--- config.mk ---
export PLATFORM = sky130hd
export DESIGN_NAME = datamemory_arbiter
export DESIGN_NICKNAME = d
export VERILOG_FILES = /design/src/rtl/datamemory_arbiter.sv
export SDC_FILE = /design/constraint.sdc
export NUM_CORES = 1
export LEC_CHECK = 0
export ABC_AREA = 0
export BUFFER_PORTS_ARGS = -buffer_cell sky130_fd_sc_hd__buf_2
export CORE_ASPECT_RATIO = 0.75
export CORE_MARGIN = 2
export CORE_UTILIZATION = 42
export CTS_CLUSTER_DIAMETER = 40
export DETAILED_ROUTE_END_ITERATION = 10
export PLACE_DENSITY = 0.83
export SYNTH_ARGS = -nofsm -noshare
export SYNTH_HDL_FRONTEND = slang
export SYNTH_SLANG_ARGS = --single-unit
--- constraint.sdc ---
create_clock -name clk -period 4.7 [get_ports clk]
set_input_delay 0.47 -clock clk [delete_from_list [all_inputs] [get_ports clk]]
set_output_delay 0.47 -clock clk [all_outputs]
set_load 0.1 [all_outputs]
--- src/rtl/datamemory_arbiter.sv ---
// datamemory_arbiter
// Two-port round-robin arbiter and sequencer in front of a single-port
// data memory. Each access runs IDLE -> ACCESS -> RESP and finishes with
// a one-cycle completion pulse on the port that issued it.
module datamemory_arbiter #(
  parameter int DATA_WIDTH = 32,
  parameter int ADDR_WIDTH = 10
) (
  input  logic                  clk,
  input  logic                  rst,
  // port 0 request / response
  input  logic                  req0_valid,
  input  logic                  req0_we,
  input  logic [ADDR_WIDTH-1:0] req0_addr,
  input  logic [DATA_WIDTH-1:0] req0_wdata,
  output logic                  req0_ready,
  output logic                  rsp0_valid,
  output logic [DATA_WIDTH-1:0] rsp0_rdata,
  // port 1 request / response
  input  logic                  req1_valid,
  input  logic                  req1_we,
  input  logic [ADDR_WIDTH-1:0] req1_addr,
  input  logic [DATA_WIDTH-1:0] req1_wdata,
  output logic                  req1_ready,
  output logic                  rsp1_valid,
  output logic [DATA_WIDTH-1:0] rsp1_rdata,
  // memory side
  output logic [ADDR_WIDTH-1:0] mem_address,
  output logic [DATA_WIDTH-1:0] mem_dataIn,
  output logic                  mem_we,
  input  logic [DATA_WIDTH-1:0] mem_dataOut,
  // status
  output logic                  busy
);

  typedef enum logic [1:0] {
    IDLE   = 2'd0,
    ACCESS = 2'd1,
    RESP   = 2'd2
  } state_t;

  state_t state_reg, state_next;

  // Arbitration history: the port granted most recently. Starts at 1 so
  // port 0 wins the very first tie.
  logic last_grant_reg, last_grant_next;

  // Request captured at the handshake; drives the memory until the next one.
  logic                  lat_we_reg;
  logic                  lat_port_reg;
  logic [ADDR_WIDTH-1:0] lat_addr_reg;
  logic [DATA_WIDTH-1:0] lat_wdata_reg;

  // Ports gathered into arrays so both sides can be indexed by port id.
  logic [1:0]            req_valid;
  logic [1:0]            req_we;
  logic [ADDR_WIDTH-1:0] req_addr  [2];
  logic [DATA_WIDTH-1:0] req_wdata [2];
  logic [1:0]            req_ready;

  logic                  rsp_valid_reg [2];
  logic [DATA_WIDTH-1:0] rsp_rdata_reg [2];
  logic [1:0]            rsp_hit;

  logic winner;
  logic any_req;
  logic handshake;

  assign req_valid    = {req1_valid, req0_valid};
  assign req_we       = {req1_we, req0_we};
  assign req_addr[0]  = req0_addr;
  assign req_addr[1]  = req1_addr;
  assign req_wdata[0] = req0_wdata;
  assign req_wdata[1] = req1_wdata;

  assign req0_ready = req_ready[0];
  assign req1_ready = req_ready[1];
  assign rsp0_valid = rsp_valid_reg[0];
  assign rsp1_valid = rsp_valid_reg[1];
  assign rsp0_rdata = rsp_rdata_reg[0];
  assign rsp1_rdata = rsp_rdata_reg[1];

  // The memory address/data simply follow the last captured request; they
  // are only meaningful while mem_we or the read sample is in effect.
  assign mem_address = lat_addr_reg;
  assign mem_dataIn  = lat_wdata_reg;

  // Winner selection: a lone requester wins; a tie goes to the port that was
  // not granted last, which alternates grants under continuous contention.
  always_comb begin
    any_req = |req_valid;
    if (req_valid == 2'b11) begin
      winner = ~last_grant_reg;
    end else begin
      winner = req_valid[1];
    end
  end

  // State register.
  always_ff @(posedge clk) begin
    if (rst) begin
      state_reg <= IDLE;
    end else begin
      state_reg <= state_next;
    end
  end

  // Next-state logic: a handshake launches a fixed two-cycle access.
  always_comb begin
    state_next = state_reg;
    unique case (state_reg)
      IDLE:    if (handshake) state_next = ACCESS;
      ACCESS:  state_next = RESP;
      RESP:    state_next = IDLE;
      default: state_next = IDLE;
    endcase
  end

  // FSM outputs: ready to the winner in IDLE, write strobe in ACCESS,
  // response steering in RESP. Reset blocks both ready and the strobe.
  always_comb begin
    req_ready = 2'b00;
    rsp_hit   = 2'b00;
    mem_we    = 1'b0;
    busy      = (state_reg != IDLE);
    if (state_reg == IDLE && !rst && any_req) begin
      req_ready[winner] = 1'b1;
    end
    if (state_reg == ACCESS) begin
      mem_we = lat_we_reg & ~rst;
    end
    if (state_reg == RESP) begin
      rsp_hit[lat_port_reg] = 1'b1;
    end
  end

  assign handshake       = |req_ready;
  assign last_grant_next = handshake ? winner : last_grant_reg;

  // Capture the winning request and update arbitration history on a handshake.
  always_ff @(posedge clk) begin
    if (rst) begin
      last_grant_reg <= 1'b1;
      lat_we_reg     <= 1'b0;
      lat_port_reg   <= 1'b0;
      lat_addr_reg   <= '0;
      lat_wdata_reg  <= '0;
    end else begin
      last_grant_reg <= last_grant_next;
      if (handshake) begin
        lat_we_reg    <= req_we[winner];
        lat_port_reg  <= winner;
        lat_addr_reg  <= req_addr[winner];
        lat_wdata_reg <= req_wdata[winner];
      end
    end
  end

  // Per-port completion: pulse valid for one cycle when leaving RESP; read
  // data is taken from the memory, a write leaves the previous rdata intact.
  genvar gi;
  generate
    for (gi = 0; gi < 2; gi++) begin : g_rsp
      always_ff @(posedge clk) begin
        if (rst) begin
          rsp_valid_reg[gi] <= 1'b0;
          rsp_rdata_reg[gi] <= '0;
        end else begin
          rsp_valid_reg[gi] <= rsp_hit[gi];
          if (rsp_hit[gi] && !lat_we_reg) begin
            rsp_rdata_reg[gi] <= mem_dataOut;
          end
        end
      end
    end
  endgenerate

endmodule

Word level (Yosys, flattened, before mapping) --
Memories as Yosys holds them, arrays and structs flattened. Index checks and enable logic that the tools add are counted.
Word-level totals: output and inout bits 112, memories 2, register bits 47, RAM bits 66, input bits 122, word-level logic and storage cells 68
Operators by class: mux-type cells 31, equal/unequal tests 4, $lt $le $gt $ge 5, bitwise operators 8, reductions and logical operators 12
Memories:
- rsp_rdata_reg | words 2, width 32, read ports 2, clocked after Yosys merged registers in 0, wr ports 2, RTL line 62 | logic [DATA_WIDTH-1:0] rsp_rdata_reg [2];
- rsp_valid_reg | words 2, width 1, read ports 2, clocked after Yosys merged registers in 0, wr ports 2, RTL line 61 | logic rsp_valid_reg [2];
Operators by type and width (count):
- 32-bit two-way mux | 5
- 10-bit two-way mux | 3
- 1-bit two-way mux | 17
- 1-bit logical AND | 6
- 2-bit two-way mux | 3
- 2-bit == test, second input constant | 2
- 1-bit by 2-bit < comparator with 1-bit output, second input constant | 2
- 1-bit OR | 4
- 2-bit one-hot mux with 2 select lines | 1
- 2-bit OR reduction | 2
- 1-bit demux with 1-bit select | 2
- 2-bit by 1-bit == test with 1-bit output, second input constant | 1
- 1-bit greater-or-equal comparator, second input constant | 2
- 2-bit greater-or-equal comparator, second input constant | 1
- 1-bit zero test | 2
- 2-bit zero test | 1
- 2-bit != test, second input constant | 1
- 1-bit inverter | 2
- 1-bit inverter with 2-bit output | 1
- 2-bit nonzero test | 1
- 1-bit bitwise AND | 1

Logic depth before layout (Yosys ltp) --
Gate-level depths: netlist (run 1).
word-level depth 10, gate-level depth with buffers 5, depth with buffers taken out 4

Worst setup path before layout (run 1) --
OpenSTA, ideal clock, no wires.
kind input -> output, start point in req1_valid, end point out req1_ready, arrival time 2.923 ns, stages on the path 3, data required time 4.230 ns, setup slack 1.307 ns, buffers on the path 1, path through a21bo_2 > buf_4 > nor3_1
Between the ends: cells in the longest elaborated chain, start to end 7, elaborated cells between the ends (all ways) 10, those cells by class order compare: 2; eq/ne: 1; mux: 4; reduce/logical: 3
Ends and longest elaborated chain:
- start: declaration | RTL line 20 | input logic req1_valid,
- 2-bit == test | RTL line 92 | if (req_valid == 2'b11) begin
- 1-bit two-way mux | RTL line 92
- 1-bit by 2-bit < comparator with 1-bit output (not written as such) / 1-bit greater-or-equal comparator (equally long branches) | RTL line 127 | req_ready[winner] = 1'b1;
- 1-bit logical AND (not written as such) | RTL line 127
- 1-bit two-way mux (not written as such) | RTL line 127
- 1-bit demux with 1-bit select | RTL line 127
- 2-bit two-way mux * | RTL line 126 | if (state_reg == IDLE && !rst && any_req) begin
- end: declaration | RTL line 24 | output logic req1_ready,
Every way passes the cells marked *; elsewhere a longest branch is shown, timed or not.

Worst setup path in the final report (run 1) --
start point reg state_reg[1], end point out req0_ready
Between the ends: cells in the longest elaborated chain, start to end 4
Ends and longest elaborated chain:
- start: declaration | RTL line 42 | state_t state_reg, state_next;
- start signal: assignment | RTL line 104 | state_reg <= state_next;
- 2-bit zero test | RTL line 126
- 1-bit logical AND (2 in a row) | RTL line 126
- 2-bit two-way mux | RTL line 126
- end: declaration | RTL line 16 | output logic req0_ready,
Every way passes these cells.

==> impl_metrics.json, run 1 <==
{
  "antenna_found_initial": 0,
  "startpoint": "state_reg[1]$_SDFFE_PP0P_",
  "drive_gt1_share_pct": 49.9,
  "cts.clk_slew.worst_paths_ps": 60,
  "fin_worst_skew_ps": 10.8,
  "slew_headroom_pct": 19.2,
  "first_pass_iters": 5,
  "nets": 666,
  "die_area_um2": 11200,
  "dpl_worst_slack_ps": 1950,
  "ys_seq_elements": 113,
  "drc": 0,
  "yosys.area_share.simple_pct": 15.2,
  "synthToLayoutAreaGrowth_pct": 43.1,
  "synth_top_family_by_area": "simple AND/OR/NAND/NOR gates",
  "cp-end-kind": "output port",
  "setup_viol": 0,
  "netlist_instances": 310,
  "dieHeight_um": 92.2,
  "fillers": 782,
  "synth_cell_types": 31,
  "clockBufferDepth": 2,
  "power_frac_seq_pct": 36.1,
  "synth_area_leaders": "edfxtp_1, dfxtp_1, and2_1",
  "arrival_ps": 2070,
  "row_count": 32,
  "rsz0062_at_grt": "no",
  "grt_pass1_vias": 3350,
  "fp.dieW_um": 122,
  "gr-total-overflow": 0,
  "setup_tns_ps": 0,
  "antennaDiodeCount": 0,
  "drtIter0Drc": 205,
  "h-tree-depth": 4,
  "r2r-start": "state_reg[1]$_SDFFE_PP0P_",
  "critPathRequiredTime_ps": 4230,
  "switching_share_pct": 34.5,
  "seq_area_um2": 2900,
  "core_region_area_um2": 10200,
  "cts.sinks": 113,
  "hold_viol": 0,
  "power_frac_comb_pct": 23.1,
  "power.clock.fraction_pct": 40.8,
  "synth-xor-area-share_pct": 0,
  "grt_use_total_pct": 19.3,
  "syn_area_um2": 4360,
  "maxClockFrequency_mhz": 394,
  "synth_top_area_share_pct": 44.1,
  "final_max_slew_viol_count": 0,
  "post_cts_buffers": 0,
  "crit_path_start_kind": "register",
  "yosys.area_share.adder_pct": 0,
  "status": "complete, no violations",
  "p_per_area_nw_per_um2": 510,
  "hold_path.startpoint": "req0_addr[0]",
  "worst_pin_slew_ps": 1200,
  "tritoncts": "done",
  "worstSkewPairLatency_ps": 400,
  "synth_mux_area_share_pct": 3.91,
  "ctsRootBufferMaster": "clkbuf_16",
  "synthFlopType": "edfxtp_1",
  "vias_per_cell": 4.97,
  "synth-compound-area-share_pct": 11.3,
  "cp_max_fo": 28,
  "vias": 3441,
  "routed_wl_um": 10700,
  "multiInputGateArea_um2": 1350,
  "grt_max_degree": 46,
  "synth.avg_cell_area_um2": 14.0,
  "numCtsBuffers": 17,
  "ant_nets": 0,
  "synth_warnings": 0,
  "hp-class": "input port to register",
  "cts.repair.resized": 0,
  "floorplan.initialDensity_pct": 42.8,
  "irDropWorstVdd_mv": 0.296,
  "async_flop_share_pct": 0,
  "synth_area_leader_cell": "edfxtp_1",
  "largest_reg_flops": 64,
  "final_util_pct": 61.3,
  "period_share_pct": 54.0,
  "synth_edf_count": 64,
  "ys_seq_area_share_pct": 66.6,
  "syn_nets": 432,
  "port_buffers": 233,
  "path_class": "register to output port",
  "grt_pass1_wl_um": 16500,
  "wl_per_cell_um": 15.4,
  "place.gp.congestion": 0.808,
  "p_int_mw": 2.08,
  "min_period_ps": 2540,
  "max_cap_violations": 0,
  "cts_hold_buf": 0,
  "leakagePower_nw": 3.05,
  "worst_slack_ps": 2160,
  "fin_total_pwr_mw": 3.18,
  "p_switching_mw": 1.10,
  "place_hpwl_um": 7470,
  "io-pin-count": 234
}
synth_stat cells (all sizes together), types with 2 or more instances:
| master | count |
|---|---|
| nor2 | 3 |
| a21oi | 2 |
| nor3 | 4 |
| o21bai | 2 |
| nand2b | 2 |
| inv | 5 |
| and2 | 65 |
| o2bb2ai | 17 |
| dfxtp | 49 |
| a221o | 26 |
| clkbuf | 10 |
| and3 | 26 |
| edfxtp | 64 |
| mux2i | 17 |
| buf | 10 |
metrics by stage:
step / area (um^2) / hold slack, ps / std cells
6_report: 6230 / 294 / 693
5_1_grt: 6230 / 282 / 693
4_1_cts: 6230 / 276 / 693
3_5_place_dp: 5630 / 448 / 661
3_3_place_gp: 5630 / 442 / 661
2_1_floorplan: 4360 / 470 / 310
worst max-delay path, cell delays in order (launching register included):
cell	delay, ps
dfxtp_1	350
nor2_2	200
inv_2	90
a2111oi_4	180
buf_4	350
buf_2	490
cells by family (layout without fill, tap and decap cells):
logic type	Yosys count	in the layout
muxes	17	17
and+or+nand+nor	104	104
DFF	113	113
buffers and inverters	25	272
AOI/OAI and AO/OA	51	51
layer usage:
layer,up-vias,routed length (um),global-route usage [%]
met5,-,0,0
met4,0,106,7.38
met3,8,1020,5.85
met2,185,5150,31.9
met1,1612,4410,23.8
li1,1636,-,-
final cells by class:
cell class	instances	area share [%]
inverters	5	0.301
repair buffers	235	18.9
clock inverters	15	2.93
well taps	136	2.73
flip-flops and latches	113	46.6
clock buffers	17	6.82
multi-input cells	172	21.7
power by group through the flow:
stage,sequential [mW],combinational (mW),clock (mW)
final,1.15,0.734,1.30
after global routing,1.15,0.760,1.37
after CTS,1.15,0.737,1.32
after detailed placement,1.17,0.737,0
after global placement,1.16,0.729,0
after floorplan,1.64,0.121,0
worst paths after layout:
kind,depth (start not counted),slack [ps],to
max,5,2160,req0_ready
min,2,290,mem_address[0]$_SDFFE_PP0P_
max reg2reg,3,2180,mem_address[1]$_SDFFE_PP0P_
min reg2reg,1,460,mem_dataIn[27]$_SDFFE_PP0P_
placed cells by master, fill, tap and decap left out, types with 17 or more instances in the layout:
| cell | instances |
|---|---|
| mux2i_1 | 17 |
| a221o_1 | 26 |
| clkbuf_16 | 17 |
| o2bb2ai_1 | 17 |
| and2_1 | 65 |
| buf_2 | 233 |
| dfxtp_1 | 49 |
| and3_1 | 26 |
| edfxtp_1 | 64 |
Power figures use the tool's default switching activity.
==> run 2, diff against run 1 <==
==> constraint.sdc (replaced) <==
create_clock -name clk -period 2.6 [get_ports clk]
set_input_delay 0.26 -clock clk [delete_from_list [all_inputs] [get_ports clk]]
set_output_delay 0.26 -clock clk [all_outputs]
set_load 0.1 [all_outputs]
==> run 2 against run 1 <==
Against the previous run: core utilization is 0.25 points higher; critical path type unchanged; sequential share of layout area is 0.19 points lower; sequential power is 81% higher; hold slack worse by 210 ps; combinational power is 83% higher; die area stayed put; final area is 0.40% higher; clock skew is 4.6 ps lower; final cell count is 0.58% higher; flip-flop and latch count stayed put; clock power is 68% higher; wire length is 0.63% lower.
==> impl_metrics.json, run 2 (synthesis gave the netlist of run 1 again) <==
{
  "period_share_pct": 81.0,
  "path_class": "register to output port",
  "ant_nets": 0,
  "grt_pass1_vias": 3382,
  "wl_per_cell_um": 15.2,
  "setup_viol": 0,
  "worstSkewPairLatency_ps": 400,
  "core_region_area_um2": 10200,
  "grt_pass1_wl_um": 16500,
  "leakagePower_nw": 3.06,
  "cts_hold_buf": 0,
  "clockBufferDepth": 2,
  "grt-busiest-layer": "met2",
  "drtIter0Drc": 228,
  "setup_tns_ps": 0,
  "final_cell_mix": "buf_2, and2_1, edfxtp_1",
  "timing.hold.ws_ps": 83.9,
  "gr-total-overflow": 0,
  "cp-end-kind": "output port",
  "routed_wl_um": 10600,
  "vias": 3468,
  "arrival_ps": 1850,
  "use_met1_pct": 24.1,
  "numCtsBuffers": 17,
  "cts.clk_slew.worst_paths_ps": 50,
  "grt_max_degree": 33,
  "place_hpwl_um": 7650,
  "status": "complete, no violations",
  "io-pin-count": 234,
  "ctsRootBufferMaster": "clkbuf_16",
  "drive_gt1_share_pct": 50.4,
  "vias_per_cell": 4.98,
  "first_pass_iters": 4,
  "critPathRequiredTime_ps": 2340,
  "port_buffers": 233,
  "die_area_um2": 11200,
  "rsz0062_at_grt": "no",
  "hold_viol": 0,
  "maxClockFrequency_mhz": 475,
  "grt_use_met2_pct": 30.9,
  "floorplan.initialDensity_pct": 42.8,
  "antenna_found_initial": 0,
  "max_cap_violations": 0,
  "irDropWorstVdd_mv": 0.519,
  "row_count": 32,
  "final_max_slew_viol_count": 0,
  "cp_max_fo": 28,
  "largest_reg_flops": 64,
  "slew_headroom_pct": 48.6,
  "min_period_ps": 2110,
  "grt_use_total_pct": 19.4,
  "antennaDiodeCount": 0,
  "nets": 671,
  "grt_use_met3_pct": 7.03,
  "dieHeight_um": 92.2,
  "drc": 0,
  "layout_commonest_cell": "buf_2",
  "fp.dieW_um": 122,
  "crit_path_start_kind": "register",
  "fin_worst_skew_ps": 6.25,
  "place.gp.congestion": 0.809,
  "tritoncts": "done",
  "worst_pin_slew_ps": 769,
  "synthToLayoutAreaGrowth_pct": 43.7,
  "h-tree-depth": 4,
  "cts.sinks": 113,
  "hp-class": "input port to register",
  "p_per_area_nw_per_um2": 894
}
==> run 2: changes by cell type in the layout (fill, tap and decap cells not counted), sizes merged <==
cell,before,now
buf,235,240
inv,8,6
clkinvlp,3,4
bufinv,3,2
clkbuf,17,18
==> run 2: stage by stage <==
step           power, mW  area (um^2)  std cells  util (%)  setup slack (ps)
6_report            5.60         6260        697      61.6               495
5_1_grt             5.79         6260        697      61.6               314
4_1_cts             5.63         6250        697      61.5               134
3_5_place_dp        3.45         5680        666      55.9              70.2
3_3_place_gp        3.43         5680        666      55.9               255
2_1_floorplan       3.18         4360        310         -              -187
==> run 2: area by class of cell <==
| cell class | instances | area, um^2 |
|---|---|---|
| fill | 797 | 3910 |
| clock inverter | 13 | 140 |
| inverter | 5 | 18.8 |
| clock buffer | 18 | 429 |
| multi-input combinational | 172 | 1370 |
| sequential | 113 | 2900 |
| timing repair buffer | 240 | 1230 |
| tap | 136 | 170 |
==> run 2: repair_timing <==
| action | CTS | global route |
|---|---|---|
| setup endpoints to repair | 0 | 17 |
| hold endpoints to repair | 0 | 0 |
| gates resized for setup | 0 | 1 |
| setup buffers | 0 | 0 |
==> run 2: worst max-delay path, cell delays in order (launching register included) <==
cell and delay [ps]:
dfxtp_1 360, nor2_2 210, inv_2 100, a2111oi_4 180, buf_4 360, buf_12 220
==> run 2: power by group <==
group	switching [mW]	total, mW	internal (mW)
clock	0.781	2.18	1.40
combinational	1.10	1.34	0.240
sequential	0.0593	2.08	2.02
==> run 2: worst paths after layout <==
| path | from | end | slack, ps | depth (start not counted) |
|---|---|---|---|---|
| setup / recovery | state_reg[1]$_SDFFE_PP0P_ | req0_ready | 490 | 5 |
| hold / removal | req0_wdata[28] | mem_dataIn[28]$_SDFFE_PP0P_ | 80 | 2 |
| setup reg to reg | state_reg[1]$_SDFFE_PP0P_ | mem_dataIn[23]$_SDFFE_PP0P_ | 540 | 3 |
| hold reg to reg | mem_address[6]$_SDFFE_PP0P_ | mem_address[6]$_SDFFE_PP0P_ | 460 | 1 |
==> run 2: per-layer routing <==
layer | up-vias | routed length [um]
li1 | 1635 | -
met2 | 188 | 4970
met1 | 1625 | 4480
met4 | 0 | 176
met3 | 20 | 990
met5 | - | 0
